File: src/rtl/flag_stack_pkg.sv
// Shared types and defaults for the flip/flag save-restore stack.
package flag_stack_pkg;

  typedef struct packed {
    logic flip;
    logic flag;
  } flag_pair_t;

  localparam int FLAG_STACK_DEPTH_DEFAULT = 8;

endpackage

File: src/rtl/flag_stack_if.sv
// Control-side signal bundle of flag_stack; master = control unit, slave = stack.
interface flag_stack_if
  import flag_stack_pkg::*;
#(
  parameter int DEPTH = FLAG_STACK_DEPTH_DEFAULT
);
  localparam int PTR_W = $clog2(DEPTH);

  logic           push;
  logic           pop;
  logic           flipcur;
  logic           flagcur;
  logic           errClr;
  logic           flipRestore;
  logic           flagRestore;
  logic           writeFlipRestore;
  logic           writeFlagRestore;
  logic [PTR_W:0] count;
  logic           full;
  logic           empty;
  logic           err;

  modport master (
    output push, pop, flipcur, flagcur, errClr,
    input  flipRestore, flagRestore, writeFlipRestore, writeFlagRestore,
    input  count, full, empty, err
  );

  modport slave (
    input  push, pop, flipcur, flagcur, errClr,
    output flipRestore, flagRestore, writeFlipRestore, writeFlagRestore,
    output count, full, empty, err
  );

endinterface

File: src/rtl/flag_stack_mem.sv
// DEPTH x flag_pair_t register array: one synchronous write port, one async read port, no reset.
module flag_stack_mem
  import flag_stack_pkg::*;
#(
  parameter int DEPTH = FLAG_STACK_DEPTH_DEFAULT,
  localparam int AW   = $clog2(DEPTH)
) (
  input  logic          i_clk,
  input  logic          i_we,
  input  logic [AW-1:0] i_waddr,
  input  flag_pair_t    i_wdata,
  input  logic [AW-1:0] i_raddr,
  output flag_pair_t    o_rdata
);

  flag_pair_t r_mem [DEPTH];

  always_ff @(posedge i_clk) begin
    if (i_we) r_mem[i_waddr] <= i_wdata;
  end

  assign o_rdata = r_mem[i_raddr];

endmodule

File: src/rtl/flag_stack.sv
// LIFO save/restore for the flip/flag register pair.
// Optional sticky overflow/underflow flag enabled by defining FLAG_STACK_ERR_EN.
module flag_stack
  import flag_stack_pkg::*;
#(
  parameter int DEPTH = FLAG_STACK_DEPTH_DEFAULT
) (
  input logic          CLK,
  input logic          RSTn,
  flag_stack_if.slave  bus
);

  localparam int PTR_W = $clog2(DEPTH);

  logic [PTR_W:0]   r_sp;
  logic [PTR_W:0]   w_sp_dec;
  logic [PTR_W-1:0] w_waddr;
  logic             w_full;
  logic             w_empty;
  logic             w_pop_ok;
  logic             w_push_ok;
  logic             w_ovf;
  logic             w_udf;
  flag_pair_t       w_wdata;
  flag_pair_t       w_rdata;
  flag_pair_t       r_restore;
  logic             r_strobe;

  assign w_full   = (r_sp == (PTR_W+1)'(DEPTH));
  assign w_empty  = (r_sp == '0);
  assign w_sp_dec = r_sp - (PTR_W+1)'(1);

  // A push while full still succeeds when paired with a pop: it is an exchange of the top slot.
  assign w_pop_ok  = bus.pop && !w_empty;
  assign w_push_ok = bus.push && (!w_full || w_pop_ok);
  assign w_ovf     = bus.push && !w_push_ok;
  assign w_udf     = bus.pop && w_empty;

  assign w_waddr = w_pop_ok ? w_sp_dec[PTR_W-1:0] : r_sp[PTR_W-1:0];
  assign w_wdata = '{flip: bus.flipcur, flag: bus.flagcur};

  flag_stack_mem #(
    .DEPTH (DEPTH)
  ) u_mem (
    .i_clk   (CLK),
    .i_we    (w_push_ok),
    .i_waddr (w_waddr),
    .i_wdata (w_wdata),
    .i_raddr (w_sp_dec[PTR_W-1:0]),
    .o_rdata (w_rdata)
  );

  always_ff @(posedge CLK or negedge RSTn) begin
    if (!RSTn) begin
      r_sp <= '0;
    end else if (w_push_ok && !w_pop_ok) begin
      r_sp <= r_sp + (PTR_W+1)'(1);
    end else if (w_pop_ok && !w_push_ok) begin
      r_sp <= w_sp_dec;
    end
  end

  always_ff @(posedge CLK or negedge RSTn) begin
    if (!RSTn) begin
      r_restore <= '0;
      r_strobe  <= 1'b0;
    end else begin
      r_strobe <= w_pop_ok;
      if (w_pop_ok) r_restore <= w_rdata;
    end
  end

  assign bus.flipRestore      = r_restore.flip;
  assign bus.flagRestore      = r_restore.flag;
  assign bus.writeFlipRestore = r_strobe;
  assign bus.writeFlagRestore = r_strobe;
  assign bus.count            = r_sp;
  assign bus.full             = w_full;
  assign bus.empty            = w_empty;

`ifdef FLAG_STACK_ERR_EN
  logic r_err;

  // A new event wins over a simultaneous clear.
  always_ff @(posedge CLK or negedge RSTn) begin
    if (!RSTn) begin
      r_err <= 1'b0;
    end else if (w_ovf || w_udf) begin
      r_err <= 1'b1;
    end else if (bus.errClr) begin
      r_err <= 1'b0;
    end
  end

  assign bus.err = r_err;
`else
  logic w_unused;
  assign w_unused = ^{w_ovf, w_udf, bus.errClr};
  assign bus.err  = 1'b0;
`endif

endmodule

File: src/flat_wrapper.sv
// flat-port wrapper written by rule: the top's interface ports become plain ports
module flag_stack_flat import flag_stack_pkg::*;
#(
  parameter int DEPTH = FLAG_STACK_DEPTH_DEFAULT
)
  (CLK, RSTn, bus_push, bus_pop, bus_flipcur, bus_flagcur, bus_errClr, bus_flipRestore, bus_flagRestore, bus_writeFlipRestore, bus_writeFlagRestore, bus_count, bus_full, bus_empty, bus_err);
  flag_stack_if #(.DEPTH(DEPTH)) bus_i ();
  input logic CLK;
  input logic RSTn;
  input wire logic [$bits(bus_i.push)-1:0] bus_push;
  input wire logic [$bits(bus_i.pop)-1:0] bus_pop;
  input wire logic [$bits(bus_i.flipcur)-1:0] bus_flipcur;
  input wire logic [$bits(bus_i.flagcur)-1:0] bus_flagcur;
  input wire logic [$bits(bus_i.errClr)-1:0] bus_errClr;
  output wire logic [$bits(bus_i.flipRestore)-1:0] bus_flipRestore;
  output wire logic [$bits(bus_i.flagRestore)-1:0] bus_flagRestore;
  output wire logic [$bits(bus_i.writeFlipRestore)-1:0] bus_writeFlipRestore;
  output wire logic [$bits(bus_i.writeFlagRestore)-1:0] bus_writeFlagRestore;
  output wire logic [$bits(bus_i.count)-1:0] bus_count;
  output wire logic [$bits(bus_i.full)-1:0] bus_full;
  output wire logic [$bits(bus_i.empty)-1:0] bus_empty;
  output wire logic [$bits(bus_i.err)-1:0] bus_err;
  assign bus_i.push = bus_push;
  assign bus_i.pop = bus_pop;
  assign bus_i.flipcur = bus_flipcur;
  assign bus_i.flagcur = bus_flagcur;
  assign bus_i.errClr = bus_errClr;
  assign bus_flipRestore = bus_i.flipRestore;
  assign bus_flagRestore = bus_i.flagRestore;
  assign bus_writeFlipRestore = bus_i.writeFlipRestore;
  assign bus_writeFlagRestore = bus_i.writeFlagRestore;
  assign bus_count = bus_i.count;
  assign bus_full = bus_i.full;
  assign bus_empty = bus_i.empty;
  assign bus_err = bus_i.err;
  flag_stack #(.DEPTH(DEPTH)) u_core (.CLK(CLK), .RSTn(RSTn), .bus(bus_i));
endmodule
File: config.mk
export PLATFORM = sky130hd
export DESIGN_NAME = flag_stack_flat
export DESIGN_NICKNAME = d
export VERILOG_FILES = /design/src/rtl/flag_stack_pkg.sv /design/src/rtl/flag_stack_if.sv /design/src/rtl/flag_stack_mem.sv /design/src/rtl/flag_stack.sv /design/src/flat_wrapper.sv
export SDC_FILE = /design/constraint.sdc
export NUM_CORES = 1
export LEC_CHECK = 0
export BUFFER_PORTS_ARGS = -buffer_cell sky130_fd_sc_hd__buf_4
export CAP_MARGIN = 20
export CORE_UTILIZATION = 58
export DETAILED_ROUTE_END_ITERATION = 8
export PLACE_DENSITY = 0.86
export SETUP_SLACK_MARGIN = 0.5
export SYNTH_ARGS = -nofsm -noshare
export SYNTH_HDL_FRONTEND = slang
export SYNTH_HIERARCHICAL = 1
export SYNTH_SLANG_ARGS = --single-unit
File: constraint.sdc
create_clock -name CLK -period 4.88 [get_ports CLK]
set_input_delay 0.488 -clock CLK [delete_from_list [all_inputs] [get_ports CLK]]
set_output_delay 0.488 -clock CLK [all_outputs]
set_load 0.02 [all_outputs]
# --- Word level (Yosys, flattened, before mapping) ---
# Memories as Yosys holds them, arrays and structs flattened. A register that Yosys moved wholly into a read port is not among the register bits.
# Cells that the tools add are included.
word_totals:
  regBits: 5
  mem_bits_rw: 16
  in_bits: 7
  out_inout_bits: 11
  wordCells: 23
  mem_count: 1
mem_list:
  columns: ["name", "words", "word_bits", "rd", "rd_clocked_by_memory_dff", "wr", "line", "text"]
  rows:
  - ["u_core.u_mem.r_mem", 8, 2, 1, 1, 1, "flag_stack_mem.sv:16", "flag_pair_t r_mem [DEPTH];"]
op_classes:
  n_addsub: 2
  n_eq_ne: 1
  mux: 5
  n_reduce_logical: 12
op_table:
  columns: ["op", "n"]
  rows:
  - ["two-way mux 4 bit", 2]
  - ["zero test 1 bit", 5]
  - ["adder 4 x 1 -> 4 bit (second input constant)", 1]
  - ["equality test 4 bit (second input constant)", 1]
  - ["logical AND 1 bit", 4]
  - ["zero test 4 bit", 1]
  - ["subtractor 4 x 1 -> 4 bit (second input constant)", 1]
  - ["two-way mux 3 bit", 1]
  - ["two-way mux 1 bit", 2]
  - ["nonzero test 2 bit", 1]
  - ["logical OR 1 bit", 1]

# --- Logic depth before layout (Yosys ltp) ---
# Gate-level depths: netlist (run 1).
logic_depth:
  word_depth: 9
  depth_mapped: 8
  mapped_depth_nobuf: 8

# --- Hierarchy ---
# The synthesis (run 1) kept the hierarchy.
modules_own_cells:
  columns: ["mod", "n_inst", "cells_per_inst", "area_per_inst_um2", "seq_area_each_um2"]
  rows:
  - ["flag_stack_mem", 1, 35, 666.9, 480.5]
  - ["flag_stack", 1, 41, 432.9, 175.2]

# --- Worst setup path before layout (run 1) ---
# No wires, ideal clock.
synth_timing:
  path_kind: "reg2reg"
  from: "register u_core.r_sp[0], in the netlist u_core/bus.count[0]"
  to: "register u_core.r_sp[3], in the netlist u_core/bus.count[3]"
  t_arrival_ns: 2.335
  required_ns: 4.800
  setup_slack_ns: 2.465
  path_stages_with_launch: 9
  synth_period_minus_slack_ns: 2.415
  path_cell_list: "dfrtp_1 > inv_1 > ha_1 > nand2b_4 > o31a_1 > ha_1 > or4_1 > a21oi_2 > xnor2_1"
synth_via:
  elab_chain_len: 8
  word_cells_on_any_way: 16
  classes_between: "2 x add/sub; 1 x eq/ne; 2 x mux; 11 x reduce/logical"
synth_rtl:
  columns: ["item", "line", "text"]
  rows:
  - ["start: declaration", "flag_stack.sv:15", "logic [PTR_W:0] r_sp;"]
  - ["start signal: assignment", "flag_stack.sv:57", "r_sp <= r_sp + (PTR_W+1)'(1);"]
  - ["start signal: assignment", "flag_stack.sv:59", "r_sp <= w_sp_dec;"]
  - ["zero test 4 bit", "flag_stack.sv:30", "assign w_empty = (r_sp == '0);"]
  - ["zero test 1 bit", "flag_stack.sv:34", "assign w_pop_ok = bus.pop && !w_empty;"]
  - ["logical AND 1 bit", "flag_stack.sv:34", null]
  - ["logical OR 1 bit *", "flag_stack.sv:35", "assign w_push_ok = bus.push && (!w_full || w_pop_ok);"]
  - ["logical AND 1 bit *", "flag_stack.sv:35", null]
  - ["via u_core.w_push_ok", "flag_stack.sv:21", "logic w_push_ok;"]
  - ["zero test 1 bit", null, null]
  - ["logical AND 1 bit", "flag_stack.sv:58", "end else if (w_pop_ok && !w_push_ok) begin"]
  - ["nonzero test 2 bit (no source line)", null, null]
# Mark *: on every way through the listed nets, which the timed path passes. The rest lies on a longest branch. The select of a mux whose other input is x is not followed.
# A chain may end at the register's enable or synchronous reset.

# --- Final worst setup path (run 1) ---
# Same ends and word-level chain as after synthesis.

==> summary.txt, run 1 <==
Critical path
  – Crit-path cells: inv_1 > ha_1 > nand2b_4 > o31a_1 > ha_1 > or4_1 > a21oi_2 > xnor2_1
  – Slowest cell on the critical path: or4_1
  – R2r endpoint: u_core/bus.count[3]
  – Reg2Reg Setup Slack: 2.26 ns
  – CP dominant cell by count: ha_1
  – Slowest cell delay on critical path: 0.54 ns
  – Startpoint Class: flip-flop
  – CP arrival: 2.87 ns
  – WP data required: 5.13 ns
  – Max FO, Critical Path: 7
  – R2R Path Start: u_core/bus.count[0]
  – Critical path class: flip-flop to flip-flop
  – Critical path endpoint category: flip-flop
  – Reg2Reg Depth: 8

Drt
  – Average via count per standard cell: 5.66
  – DRT Pass-1 Iters: 4
  – Drc violations: 0
  – Via count: 674
  – Post-Route WL: 1890 microns
  – DRT iter0 DRCs: 25
  – Routed len/inst: 15.9 microns
  – Final ANT Viol Nets: 0

Hold path
  – HP Start: bus_flipcur
  – Hold path depth: 1
  – Worst hold endpoint: u_core/u_mem/r_mem[4][1]
  – Hold crit path type: input pin to flip-flop

Synthesis
  – Mapped cell area: 0.00110 sq mm
  – Post-synth top flop: edfxtp_1
  – Synth cell count leaders: 16 x edfxtp_1, 9 x nor2_1, 7 x dfrtp_1, 5 x inv_1
  – Yosys cell types: 23
  – Area leader, netlist: edfxtp_1
  – Register area share after synthesis: 59.6%
  – Register bit count reported by yosys: 23
  – Synth top area share: 43.7%
  – Fraction of registers with async set/reset: 30.4%
  – Syn_nets: 86
  – Mean Syn Cell Area: 14.5 sq um
  – Number of synthesized flops with an enable pin: 16
  – Synth area leaders: edfxtp_1 44%, dfrtp_1 16%, mux4_1 9.6%
  – Cell count after synthesis: 76
  – Most numerous cell in the Yosys netlist: edfxtp_1
  – YS warnings: 6

Flow run
  – Max-Cap Viols: 0

Floorplan
  – CORE AREA: 0.00175 sq mm
  – Die Y: 45.5 microns
  – Row cnt: 15
  – Ports: 18
  – Die Width: 45.5 microns
  – Initial Util: 63.0%
  – Total Die Area: 0.00207 sq mm

Global route
  – Met1 usage: 28.5%
  – Number of global-route vias before repair: 648
  – M2 GR Usage: 33.4%
  – Met3 Usage GRT: 5.95%
  – Largest net degree at the start of global routing: 14
  – First-pass GRT wire length: 2990 microns
  – Initial antenna violation count: 0
  – GRT busiest layer: met2
  – Global route overflow: 0
  – Total GRT Usage: 21.9%

Power and ir drop
  – Pwr dens: 634 mW/mm^2
  – Pleak: 0.515 nW
  – Max IR drop VDD: 0.521 mV

STA
  – # setup viols final: 0
  – Clock Skew: 0.00481 ns
  – Min Clock Period, post-route: 2.62 ns
  – Slew Limit Fails: 0
  – Fin. Hold Viols: 0
  – Fmax: 381 MHz
  – RSZ-0062 raised after global routing: false
  – Final period utilization: 53.7%
  – Setup tns final: 0 ns

CTS
  – Clk pin slew, worst setup/hold paths: 0.12 ns
  – Clock Root Buffer: clkbuf_4
  – Deepest clock path buffer count: 2
  – Post-CTS Setup Bufs: 0
  – Clk_lat worst skew: 0.31 ns
  – CTS tree: done
  – Htree depth: 1
  – TritonCTS Buffers: 3
  – Num Clock Sinks: 23
  – Post-CTS sizing: 0

Cells and area
  – NumNets Final: 105
  – Layout cells sized above 1: 28.7%
  – Final instance area: 0.00127 sq mm
  – Antenna cell count: 0
  – Area Growth Syn to Fin: 15.1%

Placement
  – Routability cong.: 0.840
  – DPL Wire Length: 1430 microns
  – DP Area: 0.00123 sq mm
  – PortBufs: 15

Run status
  – Status: finished, final reports clean
## sequential cells by signal, summed over array words and instances, names as in the netlist
register	count
u_core/bus.count	4
u_core/bus.flagRestore	1
u_core/bus.flipRestore	1
u_core/bus.writeFlagRestore	1
u_core/u_mem/r_mem	16
## per-layer routing
layer  up-vias  wire, microns
met3         2             82
met1       342            825
li1        312              -
met5         -              0
met4         0             15
met2        18            968
## placed cells by master (no fill, tap or decap)
cell type and instances:
a21oi_2 1, a22o_2 1, buf_4 15, clkbuf_4 3, clkinv_2 1, conb_1 1, dfrtp_1 7, dlygate4sd3_1 1
edfxtp_1 16, ha_1 3, inv_1 5, mux2_2 4, mux2i_1 2, mux4_1 4, nand2_1 4, nand2b_1 3
nand2b_4 1, nand4_1 1, nor2_1 9, nor3_1 2, o21ai_0 1, o21ai_2 1, o31a_1 1, or4_1 1
xnor2_1 3, xor2_1 3
## layout make-up
class	count	area, sq um
flip-flops and latches	23	656
inverters	5	18.8
repair buffers	16	123
well taps	25	31.3
clock buffers	3	22.5
fillers	132	479
clock inverters	1	5.00
multi-input cells	46	410
## worst max-delay path by stage
stage | slack, ns | from | end | cells after the start
global route | 2.18 | u_core/bus.count[0] | u_core/bus.count[3] | 8
CTS | 2.30 | u_core/bus.count[0] | u_core/bus.count[3] | 8
detailed placement | 2.32 | u_core/bus.count[0] | u_core/bus.count[3] | 8
finish | 2.26 | u_core/bus.count[0] | u_core/bus.count[3] | 8
global placement | 2.39 | u_core/bus.count[0] | u_core/bus.count[3] | 8
floorplan | 2.47 | u_core/bus.count[0] | u_core/bus.count[3] | 8
## per-stage QoR
stage	power [mW]	worst slack (ns)	hold slack, ns	std cells	util (%)
floorplan	0.602	2.47	0.192	76	-
global placement	0.700	2.39	0.305	114	70.4
detailed placement	0.717	2.32	0.306	114	70.4
CTS	0.804	2.30	0.399	119	72.5
global route	0.852	2.18	0.382	119	72.5
finish	0.803	2.26	0.406	119	72.5
## power breakdown
group          total [mW]  switching [mW]  internal (mW)
registers           0.308          0.0416          0.266
logic               0.409           0.215          0.194
clock network      0.0863          0.0557         0.0306
## cell families after synthesis
logic type / Yosys count / synth area share, %
buffers and inverters: 7 / 3.07
other: 1 / 0.341
AND/OR/NAND/NOR: 21 / 9.56
flip-flops: 23 / 59.6
XOR/XNOR: 6 / 4.78
multiplexers: 10 / 15.5
AO/OA/AOI/OAI: 5 / 3.75
adder cells (fa/ha/maj): 3 / 3.41
## worst max-delay path: cells and delay by family (launching register included)
| family | cells | cell delay (ns) |
|---|---|---|
| and+or+nand+nor | 2 | 0.63 |
| adders and majority gates | 2 | 0.59 |
| DFF | 1 | 0.49 |
| AOI/OAI and AO/OA | 2 | 0.47 |
| buffers and inverters | 1 | 0.25 |
| xor gates and xnor gates | 1 | 0.13 |
## what timing repair did
item,CTS,global route
hold endpoints to repair,7,0
hold buffers,1,0
setup endpoints to repair,0,0
No activity file was read; power rests on OpenSTA's default activity.
==> run 2: changes to the inputs <==
- ABC_AREA: not set -> 1
- CORE_UTILIZATION: 58 -> 55
- PLACE_DENSITY: 0.86 -> 0.81
- clock period: 4.88 -> 2.5 ns (I/O delays scaled with it)
==> run 2 against run 1 <==
Effect of this change: combinational power rose by 140%; routed wire length grew 27%; final area is 14% higher; first-iteration DRC count increased by 36%; non-clock buffer count increased by 1; critical path type unchanged.
==> summary.txt, run 2 <==
Run status
  – Status: finished, final reports clean

CTS
  – Clk_lat worst skew: 0.32 ns (about the same)
  – Htree depth: 1 (unchanged)
  – Num Clock Sinks: 23 (unchanged)
  – Clock Root Buffer: clkbuf_4
  – TritonCTS Buffers: 3 (unchanged)
  – Deepest clock path buffer count: 2 (unchanged)
  – CTS tree: done
  – Clk pin slew, worst setup/hold paths: 0.12 ns (about the same)

Critical path
  – Critical path endpoint category: flip-flop
  – Slowest cell on the critical path: dfrtp_2
  – Family with the most delay on the worst path: simple AND/OR/NAND/NOR gates
  – WP data required: 2.52 ns (-2.61 ns)
  – Slowest cell delay on critical path: 0.46 ns (-0.08 ns)
  – Crit-path cells: inv_1 > ha_2 > nand2_2 > nand2_2 > nor2_1 > a21oi_1 > nand2_1 > nor2_1
  – Buf/Inv on CP: 1 (unchanged)
  – Max FO, Critical Path: 6 (-1)
  – Startpoint Class: flip-flop
  – Critical path class: flip-flop to flip-flop
  – CP arrival: 1.96 ns (-0.91 ns)

Synthesis
  – Most numerous cell in the Yosys netlist: nand2_1
  – Cell count after synthesis: 150 (+97%)
  – Synth cell count leaders: 50 x nand2_1, 22 x inv_1, 16 x edfxtp_1, 12 x nor2_1
  – Area leader, netlist: edfxtp_1
  – Mapped cell area: 0.00124 sq mm (+13%)
  – Synth top area share: 38.7% (-5.0 points)
  – Yosys cell types: 23 (unchanged)
  – Number of synthesized flops with an enable pin: 16 (unchanged)
  – Post-synth top flop: edfxtp_1
  – Register area share after synthesis: 52.8% (-6.8 points)
  – Register bit count reported by yosys: 23 (unchanged)
  – Syn_nets: 160 (+86%)
  – YS warnings: 6 (unchanged)
  – Fraction of registers with async set/reset: 30.4% (unchanged)
  – Mean Syn Cell Area: 8.28 sq um (-43%)
  – Synth area leaders: edfxtp_1 39%, nand2_1 15%, dfrtp_1 14%

STA
  – Final period utilization: 77.6% (+24 points)
  – Slew Limit Fails: 0 (unchanged)
  – Fmax: 515 MHz (+35%)
  – Fin. Hold Viols: 0 (unchanged)
  – # setup viols final: 0 (unchanged)
  – WHS: 0.163 ns (-0.242 ns)
  – Min Clock Period, post-route: 1.94 ns (-0.681 ns)
  – RSZ-0062 raised after global routing: false
  – Setup tns final: 0 ns (unchanged)
  – Clock Skew: 0.00446 ns (-0.000353 ns)

Drt
  – Drc violations: 0 (unchanged)
  – Routed len/inst: 12.3 microns (-23%)
  – DRT iter0 DRCs: 34 (+36%)
  – Final ANT Viol Nets: 0 (unchanged)
  – DRT Pass-1 Iters: 4 (unchanged)
  – Average via count per standard cell: 4.95 (-13%)
  – Post-Route WL: 2400 microns (+27%)
  – Via count: 965 (+43%)

Floorplan
  – Row cnt: 16 (+1)
  – CORE AREA: 0.00204 sq mm (+17%)
  – Initial Util: 60.8% (-2.2 points)
  – Total Die Area: 0.00245 sq mm (+18%)
  – Die Y: 49.5 microns (+8.7%)
  – Die Width: 49.5 microns (+8.7%)
  – Ports: 18 (unchanged)

Global route
  – First-pass GRT wire length: 3970 microns (+33%)
  – Initial antenna violation count: 0 (unchanged)
  – Largest net degree at the start of global routing: 14 (unchanged)
  – Number of global-route vias before repair: 991 (+53%)
  – Global route overflow: 0 (unchanged)
  – Total GRT Usage: 21.7% (-0.28 points)

Power and ir drop
  – Max IR drop VDD: 0.903 mV (+73%)
  – Pleak: 0.719 nW (+40%)
  – Pwr dens: 1190 mW/mm^2 (+87%)

Cells and area
  – Final instance area: 0.00145 sq mm (+14%)
  – Max FFs per register: 16 (unchanged)
  – Commonest non-fill, non-tap cell in the layout: nand2_1
  – Register with the most flip-flops: u_core/u_mem/r_mem
  – Most frequent cells in the layout: 49 x nand2_1, 22 x inv_1, 16 x buf_4, 16 x edfxtp_1
  – NumNets Final: 179 (+70%)
  – Area Growth Syn to Fin: 16.3%
  – Antenna cell count: 0 (unchanged)
  – Layout cells sized above 1: 28.0% (-0.75 points)

Placement
  – DPL Wire Length: 1790 microns (+25%)
  – DP Area: 0.00138 sq mm (+12%)
  – PortBufs: 15 (unchanged)
  – Routability cong.: 0.819 (-2.5%)

Hold path
  – Hold crit path type: input pin to flip-flop

Flow run
  – Max-Cap Viols: 0 (unchanged)
run 2: metal layers:
metal / global-route usage (%) / vias to the layer above / share of wire [%]
li1: - / 488 / -
met1: 26.0 / 449 / 41
met2: 37.6 / 21 / 53
met3: 1.85 / 7 / 2.7
met4: 12.9 / 0 / 2.7
met5: 0 / - / 0
run 2: logic make-up (layout without fill, tap and decap cells):
| family | count (synthesis) | in the layout | synth area share, % |
|---|---|---|---|
| XOR/XNOR | 2 | 2 | 1.41 |
| AND/OR/NAND/NOR | 77 | 77 | 26.6 |
| buffers and inverters | 37 | 55 | 12.8 |
| other | 1 | 1 | 0.302 |
| flip-flops | 23 | 23 | 52.8 |
| AO/OA/AOI/OAI | 7 | 7 | 3.12 |
| adder cells (fa/ha/maj) | 3 | 3 | 3.02 |
run 2: power by group:
part | internal, mW | switching (mW) | total (mW)
clock network | 0.0600 | 0.112 | 0.172
logic | 0.342 | 0.630 | 0.972
registers | 0.507 | 0.0658 | 0.573
run 2: cell type report:
type                       instances  area (sq um)
multi-input combinational         90           464
sequential                        23           657
fill                             171           597
inverter                          34           133
tap                               27          33.8
timing repair buffer              17           130
clock buffer                       3          22.5
clock inverter                     1          5.00
run 2: final timing paths:
path	depth (start not counted)	to	slack [ns]	startpoint
max	8	u_core/u_mem/r_mem[6][0]	0.56	u_core/bus.count[0]
min	1	u_core/u_mem/r_mem[1][0]	0.16	bus_flagcur
max reg2reg	8	u_core/u_mem/r_mem[6][0]	0.56	u_core/bus.count[0]
min reg2reg	2	u_core/bus.flipRestore	0.50	u_core/bus.flipRestore
max in group asynchronous	2	u_core/bus.count[0]	2.12	RSTn
min in group asynchronous	2	u_core/bus.count[2]	0.25	RSTn
run 2: metrics by stage:
stage	util, %	setup WS, ns	power, mW	instances
final	70.8	0.559	1.72	195
after global routing	70.8	0.486	1.84	195
after global placement	67.6	0.644	1.46	190
after floorplan	-	0.516	1.26	150
after detailed placement	67.6	0.590	1.51	190
after CTS	69.4	0.582	1.68	195
run 2: timing repair:
item / 4_1_cts / 5_1_grt
endpoints found under the setup margin: 0 / 11
resized for setup: 0 / 9
endpoints found under the hold margin: 7 / 0
hold buffers: 1 / 0
setup buffers: 0 / 0
==> run 3: changes to the inputs <==
- ABC_AREA: 1 -> 0
- CORE_UTILIZATION: 55 -> 54
- clock period: 2.5 -> 1.8 ns (I/O delays scaled with it)
==> run 3 against run 2 <==
Effect of this change: the flow now stops in global routing; synthesized cell count is 49% lower; area after synthesis fell by 11%.
==> summary.txt, run 3 <==
Floorplan
  – Die Width: 47.1 microns (-4.8%)
  – Initial Util: 60.4% (-0.43 points)
  – Row cnt: 15 (-1)
  – Ports: 18 (unchanged)
  – Die Y: 47.1 microns (-4.8%)

Run status
  – Error: [ERROR DPL-0038] Utilization greater than 100%, impossible to legalize
  – Failed at: global routing
  – Status: aborted with a tool error

Synthesis
  – Mean Syn Cell Area: 14.5 sq um (+75%)
  – Synth cell count leaders: 16 x edfxtp_1, 9 x nor2_1, 7 x dfrtp_1, 5 x inv_1
  – Register bit count reported by yosys: 23 (unchanged)
  – Fraction of registers with async set/reset: 30.4% (unchanged)
  – Area leader, netlist: edfxtp_1
  – Post-synthesis simple-gate area fraction: 9.56% (-17 points)
  – Mux contribution to synthesized area: 15.5% (+15 points)
  – Post-synth top flop: edfxtp_1
  – Synth area leaders: edfxtp_1 44%, dfrtp_1 16%, mux4_1 9.6%
  – Adder and majority cell fraction of the synthesized area: 3.41% (+0.39 points)
  – Most numerous cell in the Yosys netlist: edfxtp_1
  – Compound-Gate Fraction of Synth Area: 3.75% (+0.63 points)
  – Number of synthesized flops with an enable pin: 16 (unchanged)
  – Mapped cell area: 0.00110 sq mm (-11%)
  – Largest family of logic cells by synthesized area: multiplexers
  – Yosys cell types: 23 (unchanged)
  – YS warnings: 6 (unchanged)
  – Register area share after synthesis: 59.6% (+6.8 points)
  – Cell count after synthesis: 76 (-49%)
  – Syn_nets: 86 (-46%)
  – Xor/xnor share of the synthesized area: 4.78% (+3.4 points)
  – Synth top area share: 43.7% (+5.0 points)

CTS
  – TritonCTS Buffers: 3 (unchanged)
  – Htree depth: 1 (unchanged)
  – Deepest clock path buffer count: 2 (unchanged)
  – Clock Root Buffer: clkbuf_4
  – Num Clock Sinks: 23 (unchanged)

STA
  – Worst endpoint type: register data pin
  – GRT worst endpoint: u_core/bus.count[3]$_DFFE_PN0P_/D

Placement
  – DPL Wire Length: 1480 microns (-17%)
  – Routability cong.: 0.820 (+0.20%)
  – DP Area: 0.00137 sq mm (-1.0%)
  – PortBufs: 15 (unchanged)
  – Dpl cells: 129 (-32%)

Global route
  – Largest net degree at the start of global routing: 14
## run 3: cell count changes after synthesis, sizes merged, moves of 4 or more
cell,change
mux2,+4
nand2b,+4
nand2,-49
nand3,-11
inv,-29
mux4,+4
## run 3: cell families after synthesis
logic type,count (synthesis)
other cells,1
xor+xnor,6
mux,10
fa+ha+maj,3
simple gates,21
buf+inv,7
compound gates,5
flops,23
## run 3: timing repair
item / in CTS
gates resized for setup: 40
hold buffers: 1
buffers inserted: 11
endpoints found under the setup margin: 24
pin swaps: 9
hold endpoints to repair: 7
## run 3: stage by stage
stage | setup TNS (ns) | setup slack, ns | hold WS [ns]
after floorplan | -3.11 | -0.326 | -0.116
after global placement | -1.65 | -0.190 | -0.00107
after detailed placement | -2.30 | -0.326 | 0.000894
after CTS | -3.45 | -0.272 | 0.0968
==> run 4: changes to the inputs <==
- CORE_AREA: not set -> 2 2 63 65
- CORE_UTILIZATION: 54 -> not set
- DIE_AREA: not set -> 0 0 65 67
- PLACE_DENSITY: 0.81 -> not set
- PLACE_DENSITY_LB_ADDON: not set -> 0.15
- SETUP_SLACK_MARGIN: 0.5 -> not set
==> run 4 against run 3 <==
Effect of this change: the flow now finishes, with violations (setup timing).
==> summary.txt, run 4 (synthesized netlist as in run 1, its figures left out) <==
Placement
  – Setup WS pre-CTS: -0.271 ns (+0.0551 ns)
  – PortBufs: 15 (unchanged)
  – DP Area: 0.00141 sq mm (+3.2%)
  – Routability cong.: 0.719 (-12%)
  – DPL Wire Length: 1590 microns (+7.1%)

Cells and area
  – Register with the most flip-flops: u_core/u_mem/r_mem
  – Commonest non-fill, non-tap cell in the layout: buf_4
  – FILL cells: 334
  – Most frequent cells in the layout: 39 x buf_4, 16 x edfxtp_1, 6 x nor2_2, 5 x dfrtp_1
  – Max FFs per register: 16
  – Final instance area: 0.00158 sq mm
  – Antenna cell count: 0
  – NumNets Final: 129
  – Area Growth Syn to Fin: 43.7%
  – Layout cells sized above 1: 61.0%

STA
  – Fmax: 507 MHz
  – Clock Skew: 0.00107 ns
  – Min Clock Period, post-route: 1.97 ns
  – RSZ-0062 raised after global routing: true
  – Worst Setup Slack, final: -0.171 ns
  – # setup viols final: 18
  – WHS: 0.155 ns
  – Final period utilization: 110%
  – Fin. Hold Viols: 0
  – Slew Limit Fails: 0

Global route
  – Global route overflow: 0
  – Largest net degree at the start of global routing: 14
  – First-pass GRT wire length: 3700 microns
  – Initial antenna violation count: 0
  – Total GRT Usage: 11.3%
  – Number of global-route vias before repair: 772

Run status
  – Status: finished with violations
  – Failing checks: setup timing

Critical path
  – Max FO, Critical Path: 3
  – Slowest cell delay on critical path: 0.47 ns
  – Reg2Reg Depth: 8
  – WP data required: 1.99 ns
  – Startpoint Class: flip-flop
  – Critical path endpoint category: flip-flop
  – CP arrival: 2.16 ns
  – Slowest cell on the critical path: or4_4
  – Critical path class: flip-flop to flip-flop
  – Crit-path cells: inv_2 > ha_4 > nand2b_4 > o31a_1 > ha_2 > or4_4 > a21oi_2 > xnor2_1

Drt
  – Via count: 719
  – Average via count per standard cell: 4.33
  – Post-Route WL: 2150 microns
  – Final ANT Viol Nets: 0
  – Drc violations: 0
  – DRT Pass-1 Iters: 3
  – DRT iter0 DRCs: 21
  – Routed len/inst: 12.9 microns

Floorplan
  – CORE AREA: 0.00361 sq mm
  – Ports: 18 (unchanged)
  – Initial Util: 30.5% (-30 points)
  – Row cnt: 22 (+7)
  – Die Width: 65 microns (+38%)
  – Die Y: 67 microns (+42%)
  – Total Die Area: 0.00436 sq mm

CTS
  – Htree depth: 1 (unchanged)
  – CTS tree: done
  – TritonCTS Buffers: 3 (unchanged)
  – Num Clock Sinks: 23 (unchanged)
  – Clk pin slew, worst setup/hold paths: 0.08 ns
  – Clk_lat worst skew: 0.26 ns
  – Clock Root Buffer: clkbuf_8
  – Deepest clock path buffer count: 2 (unchanged)

Hold path
  – Hold crit path type: input pin to flip-flop
  – Hold path depth: 1

Power and ir drop
  – Pwr dens: 1800 mW/mm^2
  – Power consumption: 2.84 mW
  – Pleak: 0.649 nW
  – Max IR drop VDD: 0.637 mV

Flow run
  – Max-Cap Viols: 0
-- run 4: path summary, 6_finish.rpt --
path                                        start                        to  slack [ns]
min reg2reg                u_core/bus.flagRestore    u_core/bus.flagRestore        0.52
min                                   bus_flipcur  u_core/u_mem/r_mem[3][1]        0.15
max in group asynchronous                    RSTn       u_core/bus.count[0]        1.41
max reg2reg                   u_core/bus.count[1]       u_core/bus.count[3]       -0.17
min in group asynchronous                    RSTn       u_core/bus.count[3]        0.26
max                           u_core/bus.count[1]       u_core/bus.count[3]       -0.17
-- run 4: metrics by stage --
stage / TNS [ns] / utilization, % / cells
after floorplan: -3.11 / - / 76
final: -1.87 / 43.8 / 166
after global placement: -3.40 / 39.1 / 154
after global routing: -3.57 / 43.8 / 166
after detailed placement: -3.54 / 39.1 / 154
after CTS: -2.02 / 43.2 / 164
-- run 4: report_power, final --
group | switching (mW) | total, mW | internal, mW
logic | 0.806 | 1.72 | 0.915
registers | 0.0706 | 0.797 | 0.726
clock network | 0.167 | 0.321 | 0.154
-- run 4: metal layers --
metal / up-vias / wire length, microns / GRT usage (%)
li1: 357 / - / -
met1: 346 / 948 / 14.2
met5: - / 0 / 0
met2: 14 / 1110 / 19.5
met3: 2 / 73 / 2.53
met4: 0 / 18 / 3.19
-- run 4: worst max-delay path: cells and delay by family (launching register included) --
kind                       cells  cell delay, ns
xor gates and xnor gates       1            0.12
adders and majority gates      2            0.33
AOI/OAI and AO/OA              2            0.41
buffers and inverters          1            0.08
and+or+nand+nor                2            0.53
DFF                            1            0.41
-- run 4: final cells by class --
type	instances	area (sq um)	share of cell area [%]
Clock buffer	3	41.3	2.61
Clock inverter	1	5.00	0.317
Inverter	5	21.3	1.35
Multi-Input combinational cell	46	492	31.1
Sequential cell	23	658	41.6
Tap cell	48	60.1	3.80
Timing Repair Buffer	40	303	19.2
-- run 4: what timing repair did --
| action | 4_1_cts | 5_1_grt |
|---|---|---|
| resized for setup | 16 | 2 |
| pin swaps | 7 | 6 |
| buffers inserted | 5 | 2 |
| setup endpoints to repair | 20 | 22 |
| hold buffers | 1 | 0 |
| hold endpoints to repair | 7 | 0 |
